### config.mk
export PLATFORM = sky130hd
export DESIGN_NAME = decoder_scan_ctrl
export DESIGN_NICKNAME = d
export VERILOG_FILES = /design/src/rtl/dec_pkg.sv /design/src/rtl/dwell_counter.sv /design/src/rtl/decoder_scan_ctrl.sv
export SDC_FILE = /design/constraint.sdc
export NUM_CORES = 1
export LEC_CHECK = 0
export ABC_AREA = 1
export ABC_CLOCK_PERIOD_IN_PS = 2950
export BUFFER_PORTS_ARGS = -buffer_cell sky130_fd_sc_hd__buf_4
export CAP_MARGIN = 30
export CORE_ASPECT_RATIO = 1.25
export CORE_MARGIN = 1
export CORE_UTILIZATION = 59
export CTS_BUF_LIST = sky130_fd_sc_hd__clkbuf_8
export DETAILED_ROUTE_END_ITERATION = 8
export PLACE_DENSITY_LB_ADDON = 0.1
export SLEW_MARGIN = 20
export SYNTH_ARGS = -nofsm -noshare
export SYNTH_HDL_FRONTEND = slang
export SYNTH_HIERARCHICAL = 1
export SYNTH_SLANG_ARGS = --single-unit
export TNS_END_PERCENT = 30
### constraint.sdc
create_clock -name Clock -period 2.95 [get_ports Clock]
set_input_delay 0.295 -clock Clock [delete_from_list [all_inputs] [get_ports Clock]]
set_output_delay 0.295 -clock Clock [all_outputs]
set_load 0.02 [all_outputs]
### src/rtl/dec_pkg.sv
// Shared definitions for the scanning one-hot decoder: mode encodings,
// FSM state type and the one-hot helper (index widths up to ONEHOT_MAX_W bits).
package dec_pkg;

  localparam logic [1:0] MODE_DIRECT = 2'b00;
  localparam logic [1:0] MODE_SCAN   = 2'b01;
  localparam logic [1:0] MODE_PULSE  = 2'b10;

  localparam int ONEHOT_MAX_W = 8;

  typedef enum logic [1:0] {
    ST_IDLE   = 2'b00,
    ST_DIRECT = 2'b01,
    ST_SCAN   = 2'b10,
    ST_PULSE  = 2'b11
  } state_e;

  function automatic logic [(2**ONEHOT_MAX_W)-1:0] onehot(input logic [ONEHOT_MAX_W-1:0] idx);
    onehot = {{((2**ONEHOT_MAX_W)-1){1'b0}}, 1'b1} << idx;
  endfunction

endpackage

### src/rtl/dwell_counter.sv
// Loadable down-counter that saturates at zero; load wins over decrement.
module dwell_counter #(
  parameter int CNT_W = 8
) (
  input  logic             clk_i,
  input  logic             rst_ni,
  input  logic             load_i,
  input  logic [CNT_W-1:0] value_i,
  input  logic             en_i,
  output logic             zero_o
);

  logic [CNT_W-1:0] cnt_q, cnt_d;

  // next count: load, decrement toward zero, or hold
  always_comb begin
    cnt_d = cnt_q;
    if (load_i) begin
      cnt_d = value_i;
    end else if (en_i && (cnt_q != '0)) begin
      cnt_d = cnt_q - CNT_W'(1);
    end else begin
      cnt_d = cnt_q;
    end
  end

  // count register with synchronous active-low reset
  always_ff @(posedge clk_i) begin
    if (!rst_ni) begin
      cnt_q <= '0;
    end else begin
      cnt_q <= cnt_d;
    end
  end

  assign zero_o = (cnt_q == '0);

endmodule

### src/rtl/decoder_scan_ctrl.sv
// Registered binary-to-one-hot decoder with direct, auto-scan and timed one-shot modes.
// All outputs come straight from flops.
module decoder_scan_ctrl
  import dec_pkg::*;
#(
  parameter int SEL_W   = 3,
  parameter int DWELL_W = 8
) (
  input  logic                Clock,
  input  logic                Resetn,
  input  logic                EN,
  input  logic [1:0]          MODE,
  input  logic [SEL_W-1:0]    W,
  input  logic                LOAD,
  input  logic [DWELL_W-1:0]  DWELL,
  output logic [2**SEL_W-1:0] Y,
  output logic [SEL_W-1:0]    IDX,
  output logic                BUSY,
  output logic                WRAP
);

  localparam int N = 2**SEL_W;

  state_e             state_q, state_d;
  logic [SEL_W-1:0]   idx_q, idx_d;
  logic [N-1:0]       y_q, y_d;
  logic               busy_q, busy_d;
  logic               wrap_q, wrap_d;
  logic [DWELL_W-1:0] dwell_q, dwell_d;
  logic               cnt_load_s, cnt_dec_s, cnt_zero_s;
  logic [DWELL_W-1:0] cnt_value_s;
  logic [SEL_W-1:0]   idx_inc_s;

  assign idx_inc_s = idx_q + SEL_W'(1);

  dwell_counter #(.CNT_W(DWELL_W)) u_dwell (
    .clk_i   (Clock),
    .rst_ni  (Resetn),
    .load_i  (cnt_load_s),
    .value_i (cnt_value_s),
    .en_i    (cnt_dec_s),
    .zero_o  (cnt_zero_s)
  );

  // next-state and output decode; EN=0 keeps all state and blanks Y/WRAP
  always_comb begin
    state_d     = state_q;
    idx_d       = idx_q;
    y_d         = '0;
    busy_d      = busy_q;
    wrap_d      = 1'b0;
    dwell_d     = dwell_q;
    cnt_load_s  = 1'b0;
    cnt_value_s = dwell_q;
    cnt_dec_s   = 1'b0;
    if (EN) begin
      case (state_q)
        ST_IDLE: begin
          idx_d  = '0;
          busy_d = 1'b0;
          if (MODE == MODE_DIRECT) begin
            state_d = ST_DIRECT;
            idx_d   = W;
            y_d     = N'(onehot(ONEHOT_MAX_W'(W)));
          end else if (LOAD && ((MODE == MODE_SCAN) || (MODE == MODE_PULSE))) begin
            state_d     = (MODE == MODE_SCAN) ? ST_SCAN : ST_PULSE;
            idx_d       = W;
            y_d         = N'(onehot(ONEHOT_MAX_W'(W)));
            busy_d      = 1'b1;
            dwell_d     = DWELL;
            cnt_load_s  = 1'b1;
            cnt_value_s = DWELL;
          end else begin
            state_d = ST_IDLE;
          end
        end
        ST_DIRECT: begin
          busy_d = 1'b0;
          if (MODE == MODE_DIRECT) begin
            idx_d = W;
            y_d   = N'(onehot(ONEHOT_MAX_W'(W)));
          end else begin
            state_d = ST_IDLE;
            idx_d   = '0;
          end
        end
        ST_SCAN: begin
          if (MODE != MODE_SCAN) begin
            state_d = ST_IDLE;
            idx_d   = '0;
            busy_d  = 1'b0;
          end else if (LOAD) begin
            idx_d       = W;
            y_d         = N'(onehot(ONEHOT_MAX_W'(W)));
            dwell_d     = DWELL;
            cnt_load_s  = 1'b1;
            cnt_value_s = DWELL;
          end else if (cnt_zero_s) begin
            idx_d       = idx_inc_s;
            y_d         = N'(onehot(ONEHOT_MAX_W'(idx_inc_s)));
            wrap_d      = &idx_q;
            cnt_load_s  = 1'b1;
            cnt_value_s = dwell_q;
          end else begin
            y_d       = N'(onehot(ONEHOT_MAX_W'(idx_q)));
            cnt_dec_s = 1'b1;
          end
        end
        ST_PULSE: begin
          // LOAD is deliberately ignored here: a pulse is never retriggered
          if ((MODE != MODE_PULSE) || cnt_zero_s) begin
            state_d = ST_IDLE;
            idx_d   = '0;
            busy_d  = 1'b0;
          end else begin
            y_d       = N'(onehot(ONEHOT_MAX_W'(idx_q)));
            cnt_dec_s = 1'b1;
          end
        end
        default: begin
          state_d = ST_IDLE;
          idx_d   = '0;
          busy_d  = 1'b0;
        end
      endcase
    end else begin
      state_d = state_q;
    end
  end

  // state and output registers
  always_ff @(posedge Clock) begin
    if (!Resetn) begin
      state_q <= ST_IDLE;
      idx_q   <= '0;
      y_q     <= '0;
      busy_q  <= 1'b0;
      wrap_q  <= 1'b0;
      dwell_q <= '0;
    end else begin
      state_q <= state_d;
      idx_q   <= idx_d;
      y_q     <= y_d;
      busy_q  <= busy_d;
      wrap_q  <= wrap_d;
      dwell_q <= dwell_d;
    end
  end

  assign Y    = y_q;
  assign IDX  = idx_q;
  assign BUSY = busy_q;
  assign WRAP = wrap_q;

endmodule

## Yosys cells after proc, flatten, opt, wreduce, memory -nomap -nowiden

Cells that the tools add are included.

| word-level totals | value |
|---|---|
| register bits after elaboration | 31 |
| input bits | 17 |
| output and inout bits | 13 |
| logic and storage cells | 89 |

| operators by class | value |
|---|---|
| add/subtract/negate cells | 2 |
| eq/ne operators | 11 |
| shift operators | 3 |
| multiplexer cells | 47 |
| bitwise gates (word level) | 4 |
| reductions and logical operators | 15 |

Operators by type and width:

| kind | count |
|---|---|
| 8-bit two-way mux | 14 |
| 8-bit case mux with 4 select lines | 1 |
| 1-bit by 3-bit left shift with 8-bit output, first input constant | 3 |
| 3-bit two-way mux | 7 |
| 8-bit case mux with 2 select lines | 1 |
| 1-bit two-way mux | 14 |
| 3-bit case mux with 4 select lines | 1 |
| 2-bit two-way mux | 5 |
| 3-bit AND reduction | 3 |
| 8-bit zero test | 1 |
| 2-bit != test, second input constant | 4 |
| 2-bit case mux with 4 select lines | 1 |
| 8-bit nonzero test | 1 |
| 8-bit by 1-bit subtractor with 8-bit output, second input constant | 1 |
| 2-bit equality test, second input constant | 3 |
| 6-bit OR reduction | 1 |
| 2-bit by 1-bit equality test with 1-bit output, second input constant | 2 |
| 2-bit zero test | 2 |
| 4-bit != test, second input constant | 1 |
| 1-bit inverter | 4 |
| 1-bit case mux with 2 select lines | 2 |
| 1-bit case mux with 4 select lines | 1 |
| 4-bit AND reduction | 1 |
| 3-bit by 1-bit adder with 3-bit output, second input constant | 1 |
| other kinds (5) | 7 |

## Logic depth before layout (Yosys ltp)

Gate-level depths: netlist of run 1.

| depth | value |
|---|---|
| depth after elaboration | 9 |
| gate-level depth with buffers | 14 |
| depth with buffers taken out | 14 |

## Cells and area by module

Netlist of run 1, hierarchy kept.

By module, submodules not included:

| module | times used | cells an instance | area an instance (um^2) | sequential area each (um^2) |
|---|---|---|---|---|
| decoder_scan_ctrl | 1 | 239 | 1465.2 | 460.4 |
| dwell_counter | 1 | 101 | 591.8 | 160.2 |

## Worst setup path before layout of run 1

OpenSTA, ideal clock, no wires.

| timing | value |
|---|---|
| path kind | reg-to-reg |
| start | register u_dwell.cnt_q[0] |
| end | register u_dwell.cnt_q[1] |
| setup time | 113 ps |
| arrival time | 1980 ps |
| data required time | 2837 ps |
| slack | 857 ps |
| cell stages (with the launch flop) | 15 |
| buffers on the path | 1 |
| period minus slack after synthesis | 2093 ps |
| cells stage by stage | dfxtp_1 inv_1 ha_1 nand2_1 nor2_1 nor2_1 nor2_1 nor2_1 nor2_1 clkbuf_1 inv_2 nand2_4 clkinv_2 nor2_1 nor2_1 |

| on the way | value |
|---|---|
| elaborated cells between the ends (all ways) | 19 |
| those cells by class | 1 x add/sub; 13 x mux; 5 x reduce/logical |

RTL lines:

| item | RTL line | RTL |
|---|---|---|
| from (decl) | dwell_counter.sv:13 | `logic [CNT_W-1:0] cnt_q, cnt_d;` |
| from (signal assigned) | dwell_counter.sv:32 | `cnt_q <= cnt_d;` |
| 8-bit zero test * | dwell_counter.sv:36 | `assign zero_o = (cnt_q == '0);` |
| net cnt_zero_s | decoder_scan_ctrl.sv:30 | `logic cnt_load_s, cnt_dec_s, cnt_zero_s;` |
| 1-bit two-way mux * | decoder_scan_ctrl.sv:98 | `end else if (cnt_zero_s) begin` |
| 1-bit two-way mux * | decoder_scan_ctrl.sv:92 | `end else if (LOAD) begin` |
| 1-bit two-way mux * | decoder_scan_ctrl.sv:88 | `if (MODE != MODE_SCAN) begin` |
| 1-bit case mux with 2 select lines * | decoder_scan_ctrl.sv:57 | `case (state_q)` |
| 1-bit two-way mux * | decoder_scan_ctrl.sv:56 | `if (EN) begin` |
| net cnt_load_s | decoder_scan_ctrl.sv:30 |  |
| 8-bit two-way mux / 2-bit nonzero test (equally long branches) | n/a |  |

Mark *: on every way through the listed nets, which the timed path passes. The rest lies on a longest branch. The select of a mux whose other input is x is not followed.
A chain may end at the register's enable or synchronous reset.

## Worst setup path after layout of run 1

| timing | value |
|---|---|
| start | register u_dwell.cnt_q[0] |
| end | register u_dwell.cnt_q[7] |

Same word-level chain as after synthesis.

==> results of run 1 <==
[tightest hold or removal path, stage by stage]
cell and delay, ps:
sky130_fd_sc_hd__buf_4 150, sky130_fd_sc_hd__nand2_1 70, sky130_fd_sc_hd__inv_1 40
[layer usage]
| metal | vias to the layer above | part of all wire, % | track usage [%] |
|---|---|---|---|
| met5 | - | 0 | 0 |
| met4 | 0 | 2.8 | 15.38 |
| met3 | 13 | 3.6 | 6.000 |
| met2 | 52 | 51 | 51.51 |
| met1 | 975 | 42 | 33.33 |
| li1 | 1125 | - | - |
[cell families after synthesis]
group,share of synthesized area [%]
xor+xnor,0.4259
buf+inv,11.25
flops,30.17
fa+ha+maj,6.083
compound gates,8.759
simple gates,43.31
[flip-flops by register name, indices dropped and copies added, names as in the netlist]
signal         flops
BUSY               1
IDX                3
WRAP               1
Y                  8
dwell_q            8
state_q            2
u_dwell/cnt_q      8
[cells in the mapped netlist (2+ instances only)]
| library cell | number |
|---|---|
| sky130_fd_sc_hd__nand3b_1 | 3 |
| sky130_fd_sc_hd__nor2_2 | 2 |
| sky130_fd_sc_hd__a21oi_1 | 21 |
| sky130_fd_sc_hd__nand3_1 | 38 |
| sky130_fd_sc_hd__dfxtp_1 | 31 |
| sky130_fd_sc_hd__ha_1 | 10 |
| sky130_fd_sc_hd__o21ai_0 | 8 |
| sky130_fd_sc_hd__nor2_1 | 42 |
| sky130_fd_sc_hd__nand2_1 | 104 |
| sky130_fd_sc_hd__inv_1 | 46 |
| sky130_fd_sc_hd__nand4_1 | 4 |
| sky130_fd_sc_hd__o21ai_1 | 4 |
| sky130_fd_sc_hd__nand2_4 | 2 |
| sky130_fd_sc_hd__clkbuf_1 | 3 |
| sky130_fd_sc_hd__inv_2 | 5 |
| sky130_fd_sc_hd__nand2_2 | 6 |
[path summary, 6_finish.rpt]
kind / startpoint / cells after the start / end / slack, ps
worst max-delay path: u_dwell/cnt_q[0]$_SDFFE_PN0P_ / 14 / u_dwell/cnt_q[7]$_SDFFE_PN0P_ / 730
worst min-delay path: Resetn / 3 / u_dwell/cnt_q[5]$_SDFFE_PN0P_ / 310
worst min register to register: BUSY$_SDFFE_PN0P_ / 2 / BUSY$_SDFFE_PN0P_ / 470
worst max register to register: u_dwell/cnt_q[0]$_SDFFE_PN0P_ / 14 / u_dwell/cnt_q[7]$_SDFFE_PN0P_ / 730
[power by group]
group / leakage, nW / internal [mW] / switching (mW)
sequential: 0.251 / 0.432 / 0.0155
combinational: 0.991 / 0.0784 / 0.144
clock: 0.0470 / 0.183 / 0.156
total: 1.29 / 0.693 / 0.315
[cell type report]
type / instances / area (um2) / share of cell area [%]
multi-input combinational: 251 / 1205 / 50.45
sequential: 31 / 620.6 / 25.98
timing repair buffer: 31 / 232.7 / 9.743
inverter: 52 / 196.4 / 8.224
clock buffer: 6 / 82.58 / 3.457
tap: 37 / 46.29 / 1.938
clock inverter: 1 / 5.005 / 0.2095
[cells in the final DEF, fill, tap and decap left out, types with 8 or more instances in the layout]
cell / synthesis / layout
sky130_fd_sc_hd__nor2_1: 42 / 42
sky130_fd_sc_hd__nand2_1: 104 / 104
sky130_fd_sc_hd__o21ai_0: 8 / 8
sky130_fd_sc_hd__buf_4: 1 / 31
sky130_fd_sc_hd__ha_1: 10 / 10
sky130_fd_sc_hd__dfxtp_1: 31 / 31
sky130_fd_sc_hd__nand3_1: 38 / 38
sky130_fd_sc_hd__inv_1: 46 / 46
sky130_fd_sc_hd__a21oi_1: 21 / 21
[per-stage QoR]
stage	instances	setup slack, ps	area, um2
finish	409	734.6	2389
global route	409	484.2	2389
CTS	409	763.4	2389
detailed placement	402	771.0	2301
global placement	402	856.0	2301
floorplan	340	856.7	2057
==> flow_results.xml, run 1 <==
<?xml version="1.0" encoding="UTF-8"?>
<metrics>
  <group name="logic_synthesis">
    <metric name="yosysTopAreaCell" unit="">sky130_fd_sc_hd__dfxtp_1</metric>
    <metric name="async_reset_ff_share" unit="%">0</metric>
    <metric name="synth-main-ff-cell" unit="">sky130_fd_sc_hd__dfxtp_1</metric>
    <metric name="syn_avg_cell_area" unit="um2">6.050</metric>
    <metric name="synth.distinct_cells" unit="">27</metric>
    <metric name="synth_seq_area_share" unit="%">30.17</metric>
    <metric name="synth_area" unit="um2">2057</metric>
    <metric name="synth.net_count" unit="">367</metric>
    <metric name="post_synth_inst_count" unit="">340</metric>
    <metric name="post_synth_edffs" unit="">0</metric>
    <metric name="ys_seq_elements" unit="">31</metric>
    <metric name="yosys_warnings" unit="">6</metric>
    <metric name="synthDominantCellAreaShare" unit="%">30.17</metric>
    <metric name="post_synth_main_area_contributors" unit="">sky130_fd_sc_hd__dfxtp_1 (30%), sky130_fd_sc_hd__nand2_1 (19%), sky130_fd_sc_hd__nand3_1 (9.2%), sky130_fd_sc_hd__inv_1 (8.4%), sky130_fd_sc_hd__nor2_1 (7.7%)</metric>
  </group>
  <group name="grt">
    <metric name="antenna_violations_before_repair" unit="">0</metric>
    <metric name="grt_pass1_vias" unit="">1931</metric>
    <metric name="largest_net_degree_at_the_start_of_global_routing" unit="">13</metric>
    <metric name="overall_global_routing_usage" unit="%">29.82</metric>
    <metric name="total_congestion_overflow_after_global_routing" unit="">0</metric>
    <metric name="grt_first_pass_wirelength" unit="um">7990</metric>
  </group>
  <group name="cts">
    <metric name="worst_setup_hold_path_clk_slew" unit="ps">60</metric>
    <metric name="post_cts_resized" unit="">0</metric>
    <metric name="cts_made_buffers" unit="">5</metric>
    <metric name="clock_root_buffer" unit="">sky130_fd_sc_hd__clkbuf_8</metric>
    <metric name="tritoncts" unit="">yes</metric>
    <metric name="cts_setup_buffers" unit="">0</metric>
    <metric name="ctsHtreeMaxLevel" unit="">2</metric>
    <metric name="tritoncts_sinks" unit="">31</metric>
    <metric name="clk-insertion-delay-late" unit="ps">280</metric>
    <metric name="holdBufCountCts" unit="">0</metric>
    <metric name="max-clock-path-buffers" unit="">2</metric>
  </group>
  <group name="setup_path">
    <metric name="cp_cell_sequence" unit="">inv_1 &gt; ha_1 &gt; nand2_1 &gt; nor2_1 &gt; nor2_1 &gt; nor2_1 &gt; nor2_1 &gt; nor2_1 &gt; buf_4 &gt; inv_2 &gt; nand3_1 &gt; nor2_1 &gt; nor2_1 &gt; nor2_1</metric>
    <metric name="slowest_stage" unit="">sky130_fd_sc_hd__nor2_1</metric>
    <metric name="cp_num_buf_inv" unit="">3</metric>
    <metric name="critical-path-max-stage-delay" unit="ps">400</metric>
    <metric name="most_common_cell_on_crit_path" unit="">sky130_fd_sc_hd__nor2_1</metric>
    <metric name="cpLargestDelayFamily" unit="">simple AND/OR/NAND/NOR gates</metric>
    <metric name="setup.worst_path.class" unit="">flop to flop</metric>
    <metric name="cp-start-kind" unit="">flop</metric>
    <metric name="critical_path.endpoint_type" unit="">flop</metric>
    <metric name="worstPathRequired" unit="ps">3120</metric>
    <metric name="crit_arrival" unit="ps">2390</metric>
    <metric name="cp_max_fo" unit="">10</metric>
  </group>
  <group name="die">
    <metric name="floorplan.die.height" unit="um">68.02</metric>
    <metric name="core_region_area" unit="um2">3252</metric>
    <metric name="die-area" unit="um2">3728</metric>
    <metric name="pin_count" unit="">30</metric>
    <metric name="die_w" unit="um">54.81</metric>
    <metric name="row_count" unit="">23</metric>
    <metric name="floorplan.initialDensity" unit="%">63.26</metric>
  </group>
  <group name="sta">
    <metric name="achievable-frequency" unit="GHz">0.4514</metric>
    <metric name="tns" unit="ps">0</metric>
    <metric name="total_count_of_max_transition_violations_in_the_final_report" unit="">0</metric>
    <metric name="rsz0062_at_grt" unit="">no</metric>
    <metric name="finalCriticalPeriod" unit="ps">2215</metric>
    <metric name="skew" unit="ps">3.590</metric>
    <metric name="worst_hold_slack" unit="ps">305.2</metric>
    <metric name="max_slew.worst_pin.slew" unit="ps">482.0</metric>
    <metric name="final_min_period_over_clock_period" unit="%">75.10</metric>
    <metric name="timing.final.setup_violations" unit="">0</metric>
    <metric name="report.final.hold_viol_count" unit="">0</metric>
    <metric name="max_slew_margin" unit="%">67.74</metric>
  </group>
  <group name="flow_run">
    <metric name="max-cap-violations" unit="">0</metric>
  </group>
  <group name="routing">
    <metric name="post_drt_via_cell_ratio" unit="">5.293</metric>
    <metric name="first_pass_iters" unit="">5</metric>
    <metric name="drt.antenna.violating_nets" unit="">0</metric>
    <metric name="drt_wl_total" unit="um">4883</metric>
    <metric name="wire_per_inst" unit="um">11.94</metric>
    <metric name="num_vias" unit="">2165</metric>
    <metric name="dr.first_iter.drc_count" unit="">80</metric>
    <metric name="drcViolationCount" unit="">0</metric>
  </group>
  <group name="placed_design">
    <metric name="globalplace.congestion" unit="">0.9340</metric>
    <metric name="dp.final_hpwl" unit="um">3715</metric>
    <metric name="placement.io_buffers" unit="">29</metric>
  </group>
  <group name="status">
    <metric name="outcome" unit="">finished, final reports clean</metric>
  </group>
  <group name="power">
    <metric name="fin_total_pwr" unit="mW">1.008</metric>
    <metric name="max-vdd-ir-drop" unit="mV">0.3788</metric>
    <metric name="cellLeakagePower" unit="nW">1.289</metric>
    <metric name="cell_pwr_density" unit="nW/um2">422.2</metric>
  </group>
  <group name="final_layout">
    <metric name="postLayoutCoreUtil" unit="%">73.45</metric>
    <metric name="antenna-diode-count" unit="">0</metric>
    <metric name="drive_above_1_share" unit="%">15.05</metric>
    <metric name="fillers" unit="">293</metric>
    <metric name="fin_nets" unit="">399</metric>
    <metric name="syn_to_final_growth" unit="%">16.12</metric>
  </group>
  <group name="worst_hold_path">
    <metric name="class_of_the_tightest_hold_or_removal_check" unit="">primary input to flop</metric>
  </group>
</metrics>
Note: power is estimated with default switching activity, not from simulation.
==> run 2, diff against run 1 <==
--- a/config.mk
+++ b/config.mk
@@ -5,13 +5,13 @@
 export SDC_FILE = /design/constraint.sdc
 export NUM_CORES = 1
 export LEC_CHECK = 0
-export ABC_AREA = 1
-export ABC_CLOCK_PERIOD_IN_PS = 2950
+export ABC_AREA = 0
+export ABC_CLOCK_PERIOD_IN_PS = 1890
 export BUFFER_PORTS_ARGS = -buffer_cell sky130_fd_sc_hd__buf_4
 export CAP_MARGIN = 30
 export CORE_ASPECT_RATIO = 1.25
 export CORE_MARGIN = 1
-export CORE_UTILIZATION = 59
+export CORE_UTILIZATION = 53
 export CTS_BUF_LIST = sky130_fd_sc_hd__clkbuf_8
 export DETAILED_ROUTE_END_ITERATION = 8
 export PLACE_DENSITY_LB_ADDON = 0.1
==> constraint.sdc (replaced) <==
create_clock -name Clock -period 1.89 [get_ports Clock]
set_input_delay 0.189 -clock Clock [delete_from_list [all_inputs] [get_ports Clock]]
set_output_delay 0.189 -clock Clock [all_outputs]
set_load 0.02 [all_outputs]
==> run 2 against run 1 <==
  * The flow now finishes with violations (negative setup slack)
  * Non-clock buffer count increased by 48
  * Die area increased by 4.0%
  * Routed wire length increased by 16%
  * Area after synthesis decreased by 6.4%
  * Highest routed layer unchanged
  * Combinational power increased by 100%
  * Cell area increased by 15%
  * Synthesized cell count decreased by 37%
  * Power increased by 66%
==> flow_results.xml, run 2 <==
<?xml version="1.0" encoding="UTF-8"?>
<metrics>
  <group name="final_layout">
    <metric name="fin_nets" unit="">318</metric>
    <metric name="antenna-diode-count" unit="">0</metric>
    <metric name="layout.cells.most_common" unit="">sky130_fd_sc_hd__buf_4</metric>
    <metric name="multi_input_area" unit="um2">1334</metric>
    <metric name="drive_above_1_share" unit="%">46.39</metric>
    <metric name="regArea" unit="um2">623.1</metric>
    <metric name="syn_to_final_growth" unit="%">43.30</metric>
    <metric name="fillers" unit="">236</metric>
    <metric name="layout_common_cells" unit="">sky130_fd_sc_hd__buf_4 (75), sky130_fd_sc_hd__dfxtp_1 (29), sky130_fd_sc_hd__nand2_1 (13), sky130_fd_sc_hd__a21oi_1 (13)</metric>
  </group>
  <group name="die">
    <metric name="die_w" unit="um">55.90</metric>
    <metric name="floorplan.die.height" unit="um">69.37</metric>
    <metric name="floorplan.initialDensity" unit="%">55.24</metric>
    <metric name="core_region_area" unit="um2">3483</metric>
    <metric name="die-area" unit="um2">3877</metric>
    <metric name="pin_count" unit="">30</metric>
    <metric name="row_count" unit="">24</metric>
  </group>
  <group name="cts">
    <metric name="holdBufCountCts" unit="">0</metric>
    <metric name="cts_made_buffers" unit="">5</metric>
    <metric name="clock_root_buffer" unit="">sky130_fd_sc_hd__clkbuf_8</metric>
    <metric name="tritoncts_sinks" unit="">31</metric>
    <metric name="clk-insertion-delay-late" unit="ps">280</metric>
    <metric name="tritoncts" unit="">yes</metric>
    <metric name="ctsHtreeMaxLevel" unit="">2</metric>
    <metric name="max-clock-path-buffers" unit="">2</metric>
    <metric name="worst_setup_hold_path_clk_slew" unit="ps">70</metric>
  </group>
  <group name="placed_design">
    <metric name="dp_worst_setup_slack" unit="ps">-390.8</metric>
    <metric name="dp.final_hpwl" unit="um">4110</metric>
    <metric name="placement.io_buffers" unit="">29</metric>
    <metric name="globalplace.congestion" unit="">0.8777</metric>
  </group>
  <group name="logic_synthesis">
    <metric name="ys_top_cells_by_count" unit="">sky130_fd_sc_hd__dfxtp_1 (31), sky130_fd_sc_hd__a21oi_1 (16), sky130_fd_sc_hd__inv_1 (15)</metric>
    <metric name="count_leader_synth" unit="">sky130_fd_sc_hd__dfxtp_1</metric>
    <metric name="synth.distinct_cells" unit="">55</metric>
    <metric name="post_synth_inst_count" unit="">214</metric>
    <metric name="yosys_warnings" unit="">6</metric>
    <metric name="synthDominantCellAreaShare" unit="%">32.25</metric>
    <metric name="synth_seq_area_share" unit="%">32.25</metric>
    <metric name="post_synth_main_area_contributors" unit="">sky130_fd_sc_hd__dfxtp_1 (32%), sky130_fd_sc_hd__ha_1 (6.5%), sky130_fd_sc_hd__mux2_4 (6.2%), sky130_fd_sc_hd__a21oi_1 (4.2%), sky130_fd_sc_hd__and2_1 (3.6%)</metric>
    <metric name="post_synth_edffs" unit="">0</metric>
    <metric name="syn_avg_cell_area" unit="um2">8.992</metric>
    <metric name="async_reset_ff_share" unit="%">0</metric>
    <metric name="synth.net_count" unit="">241</metric>
    <metric name="yosysTopAreaCell" unit="">sky130_fd_sc_hd__dfxtp_1</metric>
    <metric name="synth-main-ff-cell" unit="">sky130_fd_sc_hd__dfxtp_1</metric>
    <metric name="ys_seq_elements" unit="">31</metric>
    <metric name="synth_area" unit="um2">1924</metric>
  </group>
  <group name="routing">
    <metric name="drcViolationCount" unit="">0</metric>
    <metric name="drt.antenna.violating_nets" unit="">0</metric>
    <metric name="post_drt_via_cell_ratio" unit="">6.003</metric>
    <metric name="first_pass_iters" unit="">4</metric>
    <metric name="num_vias" unit="">1981</metric>
    <metric name="drt_wl_total" unit="um">5676</metric>
    <metric name="wire_per_inst" unit="um">17.20</metric>
    <metric name="dr.first_iter.drc_count" unit="">65</metric>
  </group>
  <group name="setup_path">
    <metric name="cp_max_fo" unit="">5</metric>
    <metric name="cp-start-kind" unit="">flop</metric>
    <metric name="critical_path.endpoint_type" unit="">flop</metric>
    <metric name="crit_arrival" unit="ps">2410</metric>
    <metric name="critical-path-max-stage-delay" unit="ps">550</metric>
    <metric name="reg2reg_setup_slack" unit="ps">-350</metric>
    <metric name="setup.worst_path.class" unit="">flop to flop</metric>
    <metric name="slowest_stage" unit="">sky130_fd_sc_hd__or4_4</metric>
    <metric name="cp_cell_sequence" unit="">or4_4 &gt; nor4_4 &gt; nand2b_4 &gt; a21o_4 &gt; nor2_4 &gt; o41ai_4 &gt; buf_4 &gt; buf_6 &gt; o31ai_1 &gt; and2_1</metric>
    <metric name="worstPathRequired" unit="ps">2060</metric>
  </group>
  <group name="worst_hold_path">
    <metric name="class_of_the_tightest_hold_or_removal_check" unit="">primary input to flop</metric>
  </group>
  <group name="sta">
    <metric name="finalCriticalPeriod" unit="ps">2235</metric>
    <metric name="rsz0062_at_grt" unit="">yes</metric>
    <metric name="final_min_period_over_clock_period" unit="%">118.3</metric>
    <metric name="max_slew.worst_pin.slew" unit="ps">474.7</metric>
    <metric name="tns" unit="ps">-3552</metric>
    <metric name="total_count_of_max_transition_violations_in_the_final_report" unit="">0</metric>
    <metric name="timing.final.setup_violations" unit="">20</metric>
    <metric name="max_slew_margin" unit="%">68.06</metric>
    <metric name="timing.final.ws_setup" unit="ps">-345.1</metric>
    <metric name="skew" unit="ps">4.145</metric>
    <metric name="worst_hold_slack" unit="ps">187.5</metric>
    <metric name="report.final.hold_viol_count" unit="">0</metric>
    <metric name="achievable-frequency" unit="GHz">0.4474</metric>
  </group>
  <group name="status">
    <metric name="outcome" unit="">finished, violations left</metric>
    <metric name="violated_checks" unit="">negative setup slack</metric>
  </group>
  <group name="power">
    <metric name="cell_pwr_density" unit="nW/um2">606.3</metric>
    <metric name="max-vdd-ir-drop" unit="mV">0.5089</metric>
    <metric name="cellLeakagePower" unit="nW">1.264</metric>
  </group>
  <group name="grt">
    <metric name="grt_first_pass_wirelength" unit="um">9156</metric>
    <metric name="grt_pass1_vias" unit="">1997</metric>
    <metric name="total_congestion_overflow_after_global_routing" unit="">0</metric>
    <metric name="antenna_violations_before_repair" unit="">0</metric>
    <metric name="largest_net_degree_at_the_start_of_global_routing" unit="">23</metric>
    <metric name="overall_global_routing_usage" unit="%">29.81</metric>
  </group>
  <group name="flow_run">
    <metric name="max-cap-violations" unit="">0</metric>
  </group>
</metrics>
[run 2: kinds of logic (layout without fill, tap and decap cells)]
logic type	Yosys count	count (layout)	share of synthesized area (%)
AOI/OAI and AO/OA	55	55	21.46
xor gates and xnor gates	4	4	1.821
adders and majority gates	10	10	6.502
buffers and inverters	24	101	5.591
DFF	31	31	32.25
muxes	10	10	7.282
and+or+nand+nor	80	80	25.10
[run 2: per-layer routing]
layer	GRT usage, %	wire, um
met1	32.78	2136
met3	4.664	185
met4	10.30	118
met2	56.89	3235
met5	0	0
[run 2: cell type report]
| type | instances | area share (%) |
|---|---|---|
| Multi-Input combinational cell | 159 | 48.37 |
| Sequential cell | 31 | 22.60 |
| Timing Repair Buffer | 79 | 22.05 |
| Clock buffer | 6 | 2.995 |
| Inverter | 15 | 2.042 |
| Tap cell | 39 | 1.770 |
| Clock inverter | 1 | 0.1815 |
[run 2: path summary, 6_finish.rpt]
kind | cells past startpoint | endpoint | start
worst max-delay path | 10 | u_dwell/cnt_q[2]$_SDFFE_PN0P_ | u_dwell/cnt_q[4]$_SDFFE_PN0P_
worst min-delay path | 3 | Y[3]$_SDFF_PN0_ | W[1]
worst max register to register | 10 | u_dwell/cnt_q[2]$_SDFFE_PN0P_ | u_dwell/cnt_q[4]$_SDFFE_PN0P_
worst min register to register | 2 | BUSY$_SDFFE_PN0P_ | BUSY$_SDFFE_PN0P_
[run 2: through the flow]
stage | util, % | total power, mW | cell area (um2) | std cells
final | 79.17 | 1.672 | 2758 | 330
after floorplan | - | 0.9510 | 2007 | 214
after global routing | 79.17 | 1.737 | 2758 | 330
after CTS | 77.62 | 1.652 | 2704 | 329
after global placement | 72.70 | 1.090 | 2532 | 317
after detailed placement | 72.70 | 1.105 | 2532 | 317
[run 2: repair_timing]
action / in CTS / in global routing
setup endpoints to repair: 20 / 21
pin swaps: 14 / 7
hold endpoints to repair: 0 / 0
resized for setup: 16 / 10
buffers inserted: 5 / 1
[run 2: report_power, final]
part           internal, mW  switching [mW]  leakage, nW
logic                 0.225           0.222        0.964
registers             0.676          0.0209        0.253
clock network         0.285           0.243       0.0470
total                  1.19           0.486         1.26
[run 2: worst max-delay path, delay by kind of cell, from the launching register on]
family	cells	cell delay, ps
compound gates	3	250
buf+inv	2	290
flops	1	320
simple gates	5	1260
==> run 3, diff against run 2 <==
--- a/config.mk
+++ b/config.mk
@@ -13,8 +13,10 @@
 export CORE_MARGIN = 1
 export CORE_UTILIZATION = 53
 export CTS_BUF_LIST = sky130_fd_sc_hd__clkbuf_8
+export CTS_CLUSTER_DIAMETER = 80
 export DETAILED_ROUTE_END_ITERATION = 8
-export PLACE_DENSITY_LB_ADDON = 0.1
+export GPL_TIMING_DRIVEN = 0
+export PLACE_DENSITY = 0.78
 export SLEW_MARGIN = 20
 export SYNTH_ARGS = -nofsm -noshare
 export SYNTH_HDL_FRONTEND = slang
==> run 3 against run 2 <==
  * Power is 6.4% lower
  * Worst setup slack worse by 170 ps
  * Largest cell class unchanged
  * Clock power decreased by 6.2%
  * The flow still finishes with violations (negative setup slack)
  * Register-to-register slack lost 170 ps
  * Non-clock buffer count decreased by 32
  * First-iteration DRC count grew 37%
  * Die area unchanged
  * Combinational power shrank 17%
==> flow_results.xml, run 3 (synthesized netlist as in run 2, its figures left out) <==
<?xml version="1.0" encoding="UTF-8"?>
<metrics>
  <group name="routing">
    <metric name="drt.antenna.violating_nets" unit="">0</metric>
    <metric name="wire_per_inst" unit="um">16.01</metric>
    <metric name="drt_wl_total" unit="um">4786</metric>
    <metric name="post_drt_via_cell_ratio" unit="">6.033</metric>
    <metric name="dr.first_iter.drc_count" unit="">89</metric>
    <metric name="drcViolationCount" unit="">0</metric>
    <metric name="first_pass_iters" unit="">4</metric>
    <metric name="num_vias" unit="">1804</metric>
  </group>
  <group name="die">
    <metric name="row_count" unit="">24</metric>
    <metric name="die_w" unit="um">55.90</metric>
    <metric name="floorplan.die.height" unit="um">69.37</metric>
    <metric name="core_region_area" unit="um2">3483</metric>
    <metric name="pin_count" unit="">30</metric>
    <metric name="floorplan.initialDensity" unit="%">55.24</metric>
    <metric name="die-area" unit="um2">3877</metric>
  </group>
  <group name="setup_path">
    <metric name="setup.worst_path.class" unit="">flop to flop</metric>
    <metric name="cp_max_fo" unit="">5</metric>
    <metric name="worstPathRequired" unit="ps">2070</metric>
    <metric name="crit_arrival" unit="ps">2590</metric>
    <metric name="cp-start-kind" unit="">flop</metric>
    <metric name="critical_path.endpoint_type" unit="">flop</metric>
    <metric name="reg2regPathDepth" unit="">10</metric>
  </group>
  <group name="grt">
    <metric name="largest_net_degree_at_the_start_of_global_routing" unit="">11</metric>
    <metric name="grt_first_pass_wirelength" unit="um">8066</metric>
    <metric name="overall_global_routing_usage" unit="%">26.64</metric>
    <metric name="antenna_violations_before_repair" unit="">0</metric>
    <metric name="grt_pass1_vias" unit="">1731</metric>
    <metric name="total_congestion_overflow_after_global_routing" unit="">0</metric>
  </group>
  <group name="sta">
    <metric name="report.final.hold_viol_count" unit="">0</metric>
    <metric name="achievable-frequency" unit="GHz">0.4155</metric>
    <metric name="finalCriticalPeriod" unit="ps">2407</metric>
    <metric name="timing.final.setup_violations" unit="">19</metric>
    <metric name="rsz0062_at_grt" unit="">yes</metric>
    <metric name="max_slew_margin" unit="%">68.79</metric>
    <metric name="max_slew.worst_pin.slew" unit="ps">465.9</metric>
    <metric name="skew" unit="ps">5.423</metric>
    <metric name="final_min_period_over_clock_period" unit="%">127.3</metric>
    <metric name="total_count_of_max_transition_violations_in_the_final_report" unit="">0</metric>
    <metric name="worst_hold_slack" unit="ps">166.0</metric>
    <metric name="timing.final.ws_setup" unit="ps">-516.6</metric>
  </group>
  <group name="power">
    <metric name="power.share.switching" unit="%">29.68</metric>
    <metric name="comb_power_share" unit="%">23.7</metric>
    <metric name="p_int" unit="mW">1.100</metric>
    <metric name="power.share.sequential" unit="%">44.6</metric>
    <metric name="power.switching" unit="uW">464.2</metric>
    <metric name="p_clk_share" unit="%">31.7</metric>
    <metric name="cellLeakagePower" unit="nW">1.069</metric>
    <metric name="max-vdd-ir-drop" unit="mV">0.5835</metric>
    <metric name="cell_pwr_density" unit="nW/um2">632.1</metric>
  </group>
  <group name="worst_hold_path">
    <metric name="worst_hold_path.num_cells" unit="">3</metric>
    <metric name="class_of_the_tightest_hold_or_removal_check" unit="">primary input to flop</metric>
  </group>
  <group name="cts">
    <metric name="cts_made_buffers" unit="">5</metric>
    <metric name="tritoncts" unit="">yes</metric>
    <metric name="tritoncts_sinks" unit="">31</metric>
    <metric name="clock_root_buffer" unit="">sky130_fd_sc_hd__clkbuf_8</metric>
    <metric name="clk-insertion-delay-late" unit="ps">290</metric>
    <metric name="ctsHtreeMaxLevel" unit="">2</metric>
    <metric name="holdBufCountCts" unit="">0</metric>
    <metric name="worst_setup_hold_path_clk_slew" unit="ps">70</metric>
    <metric name="max-clock-path-buffers" unit="">2</metric>
  </group>
  <group name="final_layout">
    <metric name="drive_above_1_share" unit="%">35.77</metric>
    <metric name="layout.cells.most_common" unit="">sky130_fd_sc_hd__buf_4</metric>
    <metric name="antenna-diode-count" unit="">0</metric>
    <metric name="syn_to_final_growth" unit="%">28.61</metric>
    <metric name="fillers" unit="">280</metric>
    <metric name="postLayoutCoreUtil" unit="%">71.05</metric>
    <metric name="layout_common_cells" unit="">sky130_fd_sc_hd__buf_4 (37), sky130_fd_sc_hd__dfxtp_1 (28), sky130_fd_sc_hd__inv_1 (15)</metric>
    <metric name="fin_nets" unit="">286</metric>
  </group>
  <group name="placed_design">
    <metric name="placement.io_buffers" unit="">28</metric>
    <metric name="dp.final_hpwl" unit="um">3172</metric>
    <metric name="globalplace.congestion" unit="">0.9944</metric>
  </group>
  <group name="status">
    <metric name="violated_checks" unit="">negative setup slack</metric>
    <metric name="outcome" unit="">finished, violations left</metric>
  </group>
  <group name="flow_run">
    <metric name="max-cap-violations" unit="">0</metric>
  </group>
</metrics>
## run 3: changes by cell type in the layout (fill, tap and decap cells not counted), sizes merged
cell / delta
clkbuf: +3
buf: -36
inv: +2
## run 3: stage by stage
step	std cells	area [um2]	setup slack [ps]	power, mW	setup TNS (ps)
after floorplan	214	2007	-394.1	0.9510	-2558
after global placement	281	2266	-595.8	1.042	-5562
after detailed placement	281	2266	-615.7	1.045	-5489
after CTS	298	2442	-477.1	1.564	-4465
after global routing	299	2475	-650.3	1.635	-7907
final	299	2475	-516.6	1.564	-5390
## run 3: repair_timing
item / CTS / global route
setup endpoints to repair: 20 / 21
gates resized for setup: 10 / 7
pin swaps: 9 / 8
cloned: 0 / 0
setup buffers: 9 / 1
## run 3: path summary, 6_finish.rpt
kind	slack [ps]	start	endpoint
hold reg to reg	500	BUSY$_SDFFE_PN0P_	BUSY$_SDFFE_PN0P_
setup reg to reg	-520	u_dwell/cnt_q[3]$_SDFFE_PN0P_	u_dwell/cnt_q[2]$_SDFFE_PN0P_
hold / removal	170	W[1]	Y[3]$_SDFF_PN0_
setup / recovery	-520	u_dwell/cnt_q[3]$_SDFFE_PN0P_	u_dwell/cnt_q[2]$_SDFFE_PN0P_
## run 3: layout make-up
type / count / area [um2] / area share [%]
clock buffers: 5 / 68.82 / 2.781
multi-input cells: 159 / 1299 / 52.48
repair buffers: 38 / 289.0 / 11.68
well taps: 39 / 48.80 / 1.972
inverters: 15 / 61.31 / 2.477
plain buffers: 9 / 71.32 / 2.882
clock inverters: 3 / 12.51 / 0.5056
flip-flops and latches: 31 / 624.3 / 25.23
## run 3: routing by layer
| layer | up-vias | global-route usage [%] | routed length (um) |
|---|---|---|---|
| met3 | 15 | 5.224 | 191 |
| met4 | 0 | 13.01 | 169 |
| met1 | 860 | 31.21 | 1956 |
| met5 | - | 0 | 0 |
| met2 | 52 | 46.05 | 2469 |
| li1 | 877 | - | - |
## run 3: critical path, cell delays in order (launching register included)
cell                       delay [ps]
sky130_fd_sc_hd__dfxtp_2          320
sky130_fd_sc_hd__or4_4            550
sky130_fd_sc_hd__nor4_4           310
sky130_fd_sc_hd__clkbuf_8         200
sky130_fd_sc_hd__nand3_2           50
sky130_fd_sc_hd__a211oi_2         240
sky130_fd_sc_hd__clkbuf_8         210
sky130_fd_sc_hd__nor3b_4           50
sky130_fd_sc_hd__a21oi_2          150
sky130_fd_sc_hd__o31ai_2           90
sky130_fd_sc_hd__and2_1           140
## run 3: power by group through the flow
stage	Clock [mW]	Sequential, mW	Combinational (mW)
6_report	0.496	0.697	0.371
5_1_grt	0.532	0.700	0.403
4_1_cts	0.508	0.697	0.360
3_5_place_dp	0	0.711	0.334
3_3_place_gp	0	0.711	0.331
2_1_floorplan	0	0.716	0.235
